$ cat src/rtl/lane_sel_pkg.sv
// Shared types and helpers for the five-lane round-robin burst arbiter.
package lane_sel_pkg;

   localparam int NUM_REQ = 5;
   localparam int IDX_W   = 3;

   typedef enum logic {
      IDLE = 1'b0,
      BUSY = 1'b1
   } state_t;

   // First requesting index at or after ptr, wrapping 4 -> 0; lane k sits at req[4-k].
   function automatic logic [IDX_W-1:0] rr_pick(input logic [NUM_REQ-1:0] req,
                                                input logic [IDX_W-1:0]   ptr);
      logic [IDX_W-1:0] pick;
      logic [IDX_W-1:0] bit_pos;
      logic             found;
      int               cand;
      pick  = '0;
      found = 1'b0;
      for (int i = 0; i < NUM_REQ; i++) begin
         cand    = (int'(ptr) + i) % NUM_REQ;
         bit_pos = IDX_W'(NUM_REQ - 1 - cand);
         if (!found && req[bit_pos]) begin
            pick  = IDX_W'(cand);
            found = 1'b1;
         end
      end
      return pick;
   endfunction

   function automatic logic [IDX_W-1:0] next_idx(input logic [IDX_W-1:0] idx);
      return (idx == IDX_W'(NUM_REQ - 1)) ? '0 : idx + 1'b1;
   endfunction

endpackage

$ cat src/rtl/lane_sel_arbiter_decoder.sv
// Index-to-one-hot lane decoder: lane 0 maps to the MSB, nothing is set when invalid.
module decoder_3to5
   import lane_sel_pkg::*;
(
   input  logic [IDX_W-1:0]   idx,
   input  logic               val,
   output logic [NUM_REQ-1:0] onehot
);

   // Out-of-range indices match no bit, so the output can never hold more than one 1.
   for (genvar gi = 0; gi < NUM_REQ; gi++) begin : g_bit
      assign onehot[gi] = val && (idx == IDX_W'(NUM_REQ - 1 - gi));
   end

endmodule

$ cat src/rtl/lane_sel_arbiter.sv
// Round-robin burst arbiter over five lanes with zero-bubble handoff and a burst cap.
// Optional LANE_SEL_ARB_LOCK_EN adds a lock input that suspends the cap while high.
module lane_sel_arbiter
   import lane_sel_pkg::*;
#(
   parameter int MAX_BURST = 8
)
(
   input  logic               clk,
   input  logic               rst_n,
   input  logic               en,
   input  logic [NUM_REQ-1:0] req,
`ifdef LANE_SEL_ARB_LOCK_EN
   input  logic               lock,
`endif
   output logic [IDX_W-1:0]   sel_idx,
   output logic               sel_val,
   output logic [NUM_REQ-1:0] gnt,
   output logic               busy
);

   // Three bits cover the default cap; a fourth is only needed for caps above 8.
   localparam int               CNT_W = (MAX_BURST > 8) ? 4 : 3;
   localparam logic [CNT_W-1:0] CAP   = CNT_W'(MAX_BURST - 1);

   state_t           state_reg, state_next;
   logic [IDX_W-1:0] holder_reg, holder_next;
   logic [IDX_W-1:0] ptr_reg, ptr_next;
   logic [CNT_W-1:0] cnt_reg, cnt_next;
   logic             armed_reg;

   logic             lock_active;
   logic             holder_req;
   logic             cap_hit;
   logic             release_now;
   logic             can_grant;
   logic [IDX_W-1:0] search_ptr;
   logic [IDX_W-1:0] winner;

`ifdef LANE_SEL_ARB_LOCK_EN
   assign lock_active = lock;
`else
   assign lock_active = 1'b0;
`endif

   // armed_reg delays the first grant until the second edge after reset release.
   always_ff @(posedge clk or negedge rst_n) begin
      if (!rst_n) begin
         state_reg  <= IDLE;
         holder_reg <= '0;
         ptr_reg    <= '0;
         cnt_reg    <= '0;
         armed_reg  <= 1'b0;
      end else begin
         state_reg  <= state_next;
         holder_reg <= holder_next;
         ptr_reg    <= ptr_next;
         cnt_reg    <= cnt_next;
         armed_reg  <= 1'b1;
      end
   end

   assign holder_req  = req[IDX_W'(NUM_REQ - 1) - holder_reg];
   assign cap_hit     = (cnt_reg == CAP) && !lock_active;
   assign release_now = (state_reg == BUSY) && (!holder_req || cap_hit);
   assign search_ptr  = release_now ? next_idx(holder_reg) : ptr_reg;
   assign winner      = rr_pick(req, search_ptr);
   assign can_grant   = armed_reg && en && (|req);

   always_comb begin
      state_next  = state_reg;
      holder_next = holder_reg;
      ptr_next    = ptr_reg;
      cnt_next    = cnt_reg;
      case (state_reg)
         IDLE: begin
            if (can_grant) begin
               state_next  = BUSY;
               holder_next = winner;
               cnt_next    = '0;
            end
         end
         BUSY: begin
            if (release_now) begin
               ptr_next = search_ptr;
               cnt_next = '0;
               if (can_grant) begin
                  holder_next = winner;
               end else begin
                  state_next = IDLE;
               end
            end else if (cnt_reg != CAP) begin
               // Saturate so a locked burst cannot wrap the counter.
               cnt_next = cnt_reg + 1'b1;
            end
         end
         default: state_next = IDLE;
      endcase
   end

   always_comb begin
      busy    = (state_reg == BUSY);
      sel_val = (state_reg == BUSY);
      sel_idx = holder_reg;
   end

   decoder_3to5 u_dec (
      .idx    (sel_idx),
      .val    (sel_val),
      .onehot (gnt)
   );

endmodule
$ cat config.mk
export PLATFORM = sky130hd
export DESIGN_NAME = lane_sel_arbiter
export DESIGN_NICKNAME = d
export VERILOG_FILES = /design/src/rtl/lane_sel_pkg.sv /design/src/rtl/lane_sel_arbiter_decoder.sv /design/src/rtl/lane_sel_arbiter.sv
export SDC_FILE = /design/constraint.sdc
export NUM_CORES = 1
export LEC_CHECK = 0
export CAP_MARGIN = 10
export CORE_MARGIN = 5
export CORE_UTILIZATION = 35
export CTS_BUF_LIST = sky130_fd_sc_hd__clkbuf_4 sky130_fd_sc_hd__clkbuf_8
export DETAILED_ROUTE_END_ITERATION = 10
export PLACE_DENSITY = 0.62
export SETUP_SLACK_MARGIN = 0.1
export SYNTH_ARGS = -nofsm -noshare
export SYNTH_HDL_FRONTEND = slang
export SYNTH_SLANG_ARGS = --single-unit
$ cat constraint.sdc
create_clock -name clk -period 13.1 [get_ports clk]
set_clock_uncertainty 0.1 [all_clocks]
set_input_delay 1.965 -clock clk [delete_from_list [all_inputs] [get_ports clk]]
set_output_delay 1.965 -clock clk [all_outputs]
set_load 0.02 [all_outputs]
After elaboration in Yosys (flattened, before gate mapping)
Index checks and enable logic that the tools add are counted.

storage, ports and cells
  word-level logic and storage cells = 93
  bits of input ports = 8
  flip-flop bits (word level) = 11
  output and inout bits = 10

cells by class
  mux-type cells = 33
  divide/modulo/power cells = 5
  equal/unequal tests = 9
  bitwise gates (word level) = 1
  reductions and logical operators = 22
  add/subtract/negate cells = 12
  order comparisons = 6

operators by type and width
  operator                 count
  $mod A32 B4 Y32 const B  4
  $mux W3                  12
  $mod A4 B4 Y32 const B   1
  $lt A3 B4 Y1 const B     6
  $bmux W1 S3              6
  $sub A3 B3 Y3 const A    6
  $logic_and A1 B1 Y1      12
  $mux W1                  12
  $pmux W3 S2              2
  $add A3 B2 Y4 const B    2
  $add A3 B1 Y3 const B    2
  $eq A3 B2 Y1 const B     2
  $eq A3 B3 Y1 const B     2
  $logic_not A1 Y1         5
  $reduce_or A5 Y1         1
  $add A3 B1 Y4 const B    1
  $add A3 B3 Y4 const B    1
  $reduce_and A2 Y1        2
  $eq A3 B1 Y1 const B     1
  $logic_not A3 Y1         1
  $ne A3 B1 Y1 const B     1
  $ne A3 B3 Y1 const B     1
  $ne A2 B1 Y1 const B     1
  $ne A2 B2 Y1 const B     1
  3 further kinds          3

Logic depth before layout (Yosys ltp)
Gate-level depths: netlist (run 1).

  depth in word-level cells = 27
  mapped depth = 30
  depth with buffers taken out = 28

Modules after synthesis
A second synthesis (run 1) with hierarchy kept.

unflattened totals
  cell total of the unflattened synthesis = 297
  area, all modules = 2418.6 um2

by module, submodules not included
  module            cells an instance  sequential area each (um2)  times used  area each (um2)
  lane_sel_arbiter  292                275.3                       1           2354.8
  decoder_3to5      5                  0.0                         1           63.8

Least setup slack after synthesis (run 1)
No wires, ideal clock.

  path type = input-to-reg
  start point = input port req[4]
  end point = register holder_reg[0], in the netlist sel_idx[0]
  data required time = 12896 ps
  setup time = 104 ps
  stages on the path = 24
  path slack = 5868 ps
  buffers on the path = 1
  data arrival time = 7028 ps
  path through = buf_2 -> nand2b_4 -> o311ai_2 -> a21oi_1 -> a21oi_1 -> inv_1 -> ha_1 -> inv_1 -> o31ai_1 -> xnor2_1 -> inv_1 -> ha_1 -> nor2b_1 -> a21oi_1 -> o21ai_0 -> nand2_1 -> mux2i_1 -> ha_1 -> mux4_2 -> mux2_2 -> nand4b_2 -> nor4_1 -> nor4_1 -> a221oi_1

between the ends
  cells in the longest elaborated chain, start to end = 26
  elaborated cells between the ends (all ways) = 53
  those cells by class = 9 x add/sub; 5 x div; 1 x eq/ne; 25 x mux; 13 x reduce/logical

ends and longest elaborated chain
  what                                                      line                                            source
  start: declaration                                        lane_sel_arbiter.sv:12                          input logic [NUM_REQ-1:0] req,
  $bmux W1 S3 *                                             lane_sel_arbiter.sv:63                          assign holder_req = req[IDX_W'(NUM_REQ - 1) - holder_reg];
  $mux W1 (not written as such) *                           lane_sel_arbiter.sv:63
  $logic_not A1 Y1 *                                        lane_sel_arbiter.sv:65                          assign release_now = (state_reg == BUSY) && (!holder_req || cap_hit);
  $logic_or A1 B1 Y1 *                                      lane_sel_arbiter.sv:65
  $logic_and A1 B1 Y1 *                                     lane_sel_arbiter.sv:65
  $mux W3 *                                                 lane_sel_arbiter.sv:66                          assign search_ptr = release_now ? next_idx(holder_reg) : ptr_reg;
  via search_ptr[1]                                         lane_sel_arbiter.sv:37                          logic [IDX_W-1:0] search_ptr;
  branches (longest 16 deep; another with $mod A32 B4 Y32)  -
  $mux W3 *                                                 lane_sel_pkg.sv:24                              if (!found && req[bit_pos]) begin
  $mux W3 *                                                 lane_sel_arbiter.sv:77, lane_sel_arbiter.sv:87
  $mux W3                                                   lane_sel_arbiter.sv:84                          if (release_now) begin
  $pmux W3 S2 *                                             lane_sel_arbiter.sv:75                          case (state_reg)
  end signal: assignment                                    lane_sel_arbiter.sv:56                          holder_reg <= holder_next;
  end: declaration                                          lane_sel_arbiter.sv:27                          logic [IDX_W-1:0] holder_reg, holder_next;

Mark *: on every way through the listed nets, which the timed path passes. The select of a mux whose other input is x is not followed.
A chain may end at the register's enable or synchronous reset.

Worst setup path after layout (run 1)
Same ends and word-level chain as after synthesis.

==> results of run 1 <==
## path summary, 6_finish.rpt
| kind | startpoint | end | slack [ps] | cells past startpoint |
|---|---|---|---|---|
| worst min-delay path | cnt_reg[2] | cnt_reg[2] | 410 | 1 |
| worst min register to register | cnt_reg[2] | cnt_reg[2] | 410 | 1 |
| worst max register to register | sel_idx[0] | sel_idx[0] | 5570 | 28 |
| max in group asynchronous | rst_n | sel_idx[0] | 10500 | 1 |
| worst max-delay path | req[4] | sel_idx[0] | 4380 | 26 |
| min in group asynchronous | rst_n | sel_idx[2] | 1990 | 1 |
## through the flow
stage	hold slack [ps]	std cells	util (%)	setup WS [ps]
2_1_floorplan	365.5	292	-	5868
3_3_place_gp	388.2	395	39.26	4295
3_5_place_dp	386.3	395	39.26	4207
4_1_cts	409.3	399	39.94	4443
5_1_grt	434.3	399	39.94	3763
6_report	405.1	399	39.94	4378
## Yosys cell counts, types with 3 or more instances
cell type  count
ha_1          31
inv_1         29
nand2_1       19
nor2_1        17
a21oi_1       15
mux2i_1       14
dfrtp_1       11
nand3_1        9
o21ai_0        9
xnor2_1        9
mux4_2         6
nand2b_1       6
and2_1         5
and3_1         5
nor2b_1        5
o211ai_1       5
buf_2          4
nand4b_1       4
nor3_1         4
nor3b_1        4
a31oi_1        3
clkbuf_1       3
mux2_2         3
nand4_1        3
o21a_1         3
o31ai_1        3
o32ai_1        3
or2_2          3
## final cells by class
class                      count  area share (%)
clock inverter                 1          0.1844
multi-input combinational    241           73.21
inverter                      30           4.242
timing repair buffer          17           6.270
tap                           96           4.426
sequential                    11           10.14
clock buffer                   3           1.521
## cell families after synthesis
| group | after synthesis | share of synthesized area (%) |
|---|---|---|
| AOI/OAI and AO/OA | 75 | 24.82 |
| other | 1 | 0.1540 |
| xor gates and xnor gates | 11 | 3.957 |
| adders and majority gates | 31 | 15.93 |
| buffers and inverters | 40 | 7.091 |
| DFF | 11 | 11.31 |
| and+or+nand+nor | 99 | 22.97 |
| muxes | 24 | 13.77 |
## per-layer routing
| layer | track usage [%] | vias up | routed length (um) |
|---|---|---|---|
| li1 | - | 1114 | - |
| met1 | 20.50 | 1123 | 3125 |
| met2 | 24.66 | 86 | 3054 |
| met3 | 2.494 | 12 | 283 |
| met4 | 4.274 | 0 | 150 |
| met5 | 0 | - | 0 |
## worst max-delay path, delay by kind of cell
family	cells	cell delay (ps)
xor gates and xnor gates	1	190
AOI/OAI and AO/OA	9	2800
muxes	2	680
and+or+nand+nor	6	990
buffers and inverters	5	1260
adders and majority gates	3	870
==> results.txt, run 1 <==
The global-route wire length before repair is 10630 um. Dividing the detail-routed via count by the number of cells gives 5.852. The count of nets left with antenna violations once routing finished came out at 0. Data arrives at the worst endpoint at 8770 ps. The most frequent cell on the critical path was inv_1. The number of flip-flops and latches in the synthesized netlist works out to 11. The element type at the critical path start was a primary input. Setup violations remaining at the end of the flow were counted as 0.

The final instance area was 2714 um2; the clock period minus final worst setup slack was 8722 ps. For the maximum clock frequency, the log shows 114.7 MHz. The clock net sink count is 11, and the area growth from synthesis to layout is 11.46%. The die is 93.41 um tall. The run gives 15.14% as the overall routing resource usage.

The tools report the endpoint class of the critical path as a flip-flop. The highest cell delay on the worst timing path came out at 770 ps. The share of synthesized area in the top cell type comes to 15.93%. Gates resized during post-CTS repair numbered 0. Headroom to the max-slew limit came out at 29.57%. The top cell types in the final layout, fill and taps aside, are ha_1 (31), inv_1 (29), nand2_1 (19). The transition time at the pin with the least slew margin came out at 1030 ps. The detailed router finished its first iteration with 167 violations.

Row generation in the floorplan step produced 30 rows. The number of antenna violations at the first check in global routing is 0, and the final routed wire length divided by cell count is 16.58 um. No sink is reached through more buffers than the 2 on the longest clock path. The tool flagged a number of max-cap violations equal to 0. The run gives 2435 um2 as the area of the mapped netlist. The first detailed-routing pass took 5 iterations. Summed over all layers, the global routing overflow is 0. The placeable core area was 6794 um2. The combined area of the multi-input logic cells was 1987 um2; the count of H-tree levels built during CTS was 1.

The count of buffers added on input and output ports is 17. Along the worst path, the maximum fanout reaches 10. TritonCTS built the clock tree.

Commonest non-fill, non-tap cell in the layout: ha_1. The worst path uses 66.58% of the clock period. The logs give 0 for the post-CTS setup repair buffer count and 16 for the pin count of the biggest net entering global routing. Top flip-flop cell by instance count after synthesis: dfrtp_1. The count of mapped cells out of synthesis was 292; the x dimension of the die was 93.41 um.

The path class of the tightest hold or removal check is flip-flop to flip-flop. During synthesis, Yosys emitted a total of 0 warnings. By area the synthesized netlist is led by ha_1 (16%), dfrtp_1 (11%), mux2i_1 (5.8%). On the critical path, the stage with the largest delay is an instance of clkdlybuf4s50_1. The repair_antennas step left the layout with diodes totalling 0.

For the count of pins over their slew limit, the log shows 0. A synthesized cell averages 8.338 um2. Pin placement for this block handled 18 I/O pins. The flow ran to the end, and the final reports show no timing, DRC or antenna violations.

Counting the buffers created by CTS gives 3. For the number of hold-slack violations in the final timing report, the log shows 0. The tools report the final-layout setup total negative slack as 0 ps. The master cell of the clock root buffer is clkbuf_8.

The required time of the critical path is 13150 ps. Counting flops with an async set or reset pin after synthesis yields a share of 100.0%. The via count of the first global-routing pass is 2171, and the layout cell share with drive strength beyond 1 is 9.901%. Summing all flip-flop and latch instances after layout gives 275.3 um2. The number of enable flip-flop cells after synthesis works out to 0. The detailed router placed 2335 vias in this run. Buffers inserted to repair hold after CTS numbered 0. The global placer's final weighted congestion was 0.8701; the number of different library cells in the post-synthesis netlist was 71. The clock-pin transition on the worst setup and hold timing paths is 60 ps.

The placed wire-length estimate was 5137 um; the latest clock arrival within the worst-skew pair was 250 ps. The final layout contains routed wiring with a total length of 6614 um. Setup repair after global routing left no endpoint under its margin.

Cell type with the highest aggregate area in the netlist: ha_1. The critical path class was primary input to flip-flop. Standard cell area after detailed placement: 2668 um2. For the initial cell density of the core, the log shows 35.84%.

After filler insertion, the fill cell instance count of the layout stands at 708. In the routed design, unresolved DRC markers number 0. The die covers 8724 um2. The tools report the net count reported at finish as 343. The number of nets handed over by synthesis was 331.

The tools report the post-synthesis sequential area ratio as 11.31%.
Power of run 1 is not shown: default switching activity piles up to over one toggle a cycle in this logic, so the estimate is an artifact.
==> run 2: changes to the inputs <==
--- a/config.mk
+++ b/config.mk
@@ -10,7 +10,7 @@
 export CORE_UTILIZATION = 35
 export CTS_BUF_LIST = sky130_fd_sc_hd__clkbuf_4 sky130_fd_sc_hd__clkbuf_8
 export DETAILED_ROUTE_END_ITERATION = 10
-export PLACE_DENSITY = 0.62
+export PLACE_DENSITY = 0.64
 export SETUP_SLACK_MARGIN = 0.1
 export SYNTH_ARGS = -nofsm -noshare
 export SYNTH_HDL_FRONTEND = slang
==> constraint.sdc (replaced) <==
create_clock -name clk -period 7 [get_ports clk]
set_clock_uncertainty 0.1 [all_clocks]
set_input_delay 1.05 -clock clk [delete_from_list [all_inputs] [get_ports clk]]
set_output_delay 1.05 -clock clk [all_outputs]
set_load 0.02 [all_outputs]
==> results.txt, run 2 (synthesis results as in run 1) <==
The run gives 139 (-17%) as the number of DRC violations after detailed-routing iteration 0. The transition time at the pin with the least slew margin was 810.2 ps (-219.6 ps); the number of cells after detailed placement was 412 (+4.3%). The logs give 18 (unchanged) for the number of I/O pins and 155.3 MHz for the maximum clock frequency. The maximum buffer depth of the clock tree came out at 2 (unchanged). The clock-pin transition on the worst setup and hold timing paths was 50 ps (about the same); the clock period minus final worst setup slack was 6441 ps. The element type at the critical path start is a primary input. The count of final setup violators is 0 (unchanged). The tightest min-delay check is of the flip-flop to flip-flop type. Commonest non-fill, non-tap cell in the layout: ha_1. Overall routing resource usage: 15.50% (+0.36 points).

The final instance area is 2851 um2 (+5.1%), and the layout cell share with drive strength beyond 1 is 15.31% (+5.4 points). For the placed wire-length estimate, the log shows 5389 um (+4.9%). The number of search-and-repair iterations in the first detailed-routing pass was 5 (unchanged); the worst path arrival time was 6480 ps (-2290 ps). The final worst-path cycle share is 92.01%, and the count of antenna-violating nets left after detailed routing is 0 (unchanged). Number of hold-slack violations in the final timing report: 0 (unchanged). Remaining global-route overflow: 0 (unchanged). The latest clock arrival within the worst-skew pair was 240 ps (about the same). The run gives 6719 um (+1.6%) as the final routed wirelength across all metal layers. The worst setup path is captured at a flip-flop. The logs give 0 ps (unchanged) for the final-layout setup total negative slack and 275.3 um2 (unchanged) for the area of all sequential standard cells. The combined area of the multi-input logic cells came out at 1994 um2 (+0.38%).

For the number of antenna violations at the first check in global routing, the log shows 0 (unchanged). The setup path with the least slack is of type primary input to flip-flop. For the initial cell density of the core, the log shows 35.84% (unchanged). The net count reported at finish came out at 360 (+5.0%). The final routed wire length divided by cell count works out to 16.15 um (-2.6%). The count of pins over their slew limit was 0 (unchanged); the standard cell area after detailed placement was 2795 um2 (+4.8%). The flow ran to the end, and the final reports show no timing, DRC or antenna violations.

The global placer's final weighted congestion is 0.8779 (+0.90%). The total number of vias came out at 2319 (-0.69%). The DRC violation count after routing is 0 (unchanged), and the vertical extent of the die is 93.41 um (unchanged). The max-cap violation count is 0 (unchanged), and the placeable core area is 6794 um2 (unchanged). In this run the clock root is driven by a clkbuf_8. For the worst slack on hold paths, the log shows 399.0 ps (-6.111 ps).

The maximum fanout along the worst path works out to 8 (-2). The number of buffer cells added on primary ports came out at 17 (unchanged). Setup repair after global routing left no endpoint under its margin. In the layout the commonest cells are ha_1 (31), inv_1 (29), nand2_1 (19). Area growth from synthesis to layout: 17.11%. The number of core rows was 30 (unchanged); the detailed-route vias per instance was 5.575 (-4.7%). The run gives 0 (unchanged) as the final antenna diode count.

The tools report the pin count of the biggest net entering global routing as 16 (unchanged). The run gives 8724 um2 (unchanged) as the total die area. The logs give 684 (-3.4%) for the final-layout fill cell count and 11 (unchanged) for the clock net sink count. The count of non-filler cells in the finished layout was 416 (+4.3%); the number of buffers inserted during clock tree synthesis was 3 (unchanged).

For the max-slew headroom at the worst pin, the log shows 45.52% (+16 points). The count of H-tree levels built during CTS came out at 1 (unchanged). The tools report the post-CTS setup repair buffer count as 0 (unchanged). TritonCTS built the clock tree. The via count of the first global-routing pass is 2237 (+3.0%), and the required time of the critical path is 7040 ps (-6110 ps). The global-route wire length before repair is 10990 um (+3.4%), and the x dimension of the die is 93.41 um (unchanged).
[run 2: stage by stage]
stage                     util [%]  setup WS, ps
after floorplan                  -         588.7
after global placement       41.14         362.7
after detailed placement     41.14         272.5
after CTS                    41.86         481.7
after global routing         41.97         100.4
final                        41.97         559.1
[run 2: area by class of cell]
| cell class | instances | area share (%) |
|---|---|---|
| Clock buffer | 4 | 1.711 |
| Tap cell | 96 | 4.212 |
| Timing Repair Buffer | 34 | 10.44 |
| Inverter | 30 | 4.037 |
| Multi-Input combinational cell | 241 | 69.94 |
| Sequential cell | 11 | 9.653 |
[run 2: what timing repair did]
item,in CTS,in global routing
resized for setup,0,2
setup endpoints to repair,0,1
hold buffers,0,0
[run 2: critical path, stage by stage]
cell and delay, ps:
clkdlybuf4s50_1 440, mux2i_2 300, a22o_4 260, nor2_1 70
a21oi_1 240, inv_1 180, ha_1 330, inv_1 50
o31ai_1 270, xnor2_1 190, inv_1 90, ha_1 190
nor2b_1 140, a21oi_1 190, o21ai_0 190, nand2_1 120
mux2i_1 220, ha_1 280, mux4_2 420, mux2_2 310
nand4b_2 300, nor4_1 270, nor4_1 90, a221oi_1 290
[run 2: routing by layer]
metal,wire length (um),global-route usage [%]
met3,313,1.046
met4,169,4.640
met1,2956,20.53
met2,3280,26.80
met5,0,0
[run 2: worst paths after layout]
path                                 start         end  slack, ps  cells past startpoint
worst max-delay path                req[0]  sel_idx[0]        560                     24
worst min-delay path            cnt_reg[0]  cnt_reg[0]        400                      1
worst max register to register  sel_idx[1]  sel_idx[0]        680                     25
worst min register to register  cnt_reg[0]  cnt_reg[0]        400                      1
max in group asynchronous            rst_n   armed_reg       5400                      1
min in group asynchronous            rst_n  cnt_reg[1]       1050                      1
Power of run 2 is left out for the same reason.
==> run 3: changes to the inputs <==
--- a/config.mk
+++ b/config.mk
@@ -9,6 +9,7 @@
 export CORE_MARGIN = 5
 export CORE_UTILIZATION = 35
 export CTS_BUF_LIST = sky130_fd_sc_hd__clkbuf_4 sky130_fd_sc_hd__clkbuf_8
+export CTS_CLUSTER_SIZE = 30
 export DETAILED_ROUTE_END_ITERATION = 10
 export PLACE_DENSITY = 0.64
 export SETUP_SLACK_MARGIN = 0.1
==> results of run 3 <==
The final DEF is identical to that of run 2; final timing and power are the same.
Power of run 3 is left out for the same reason.
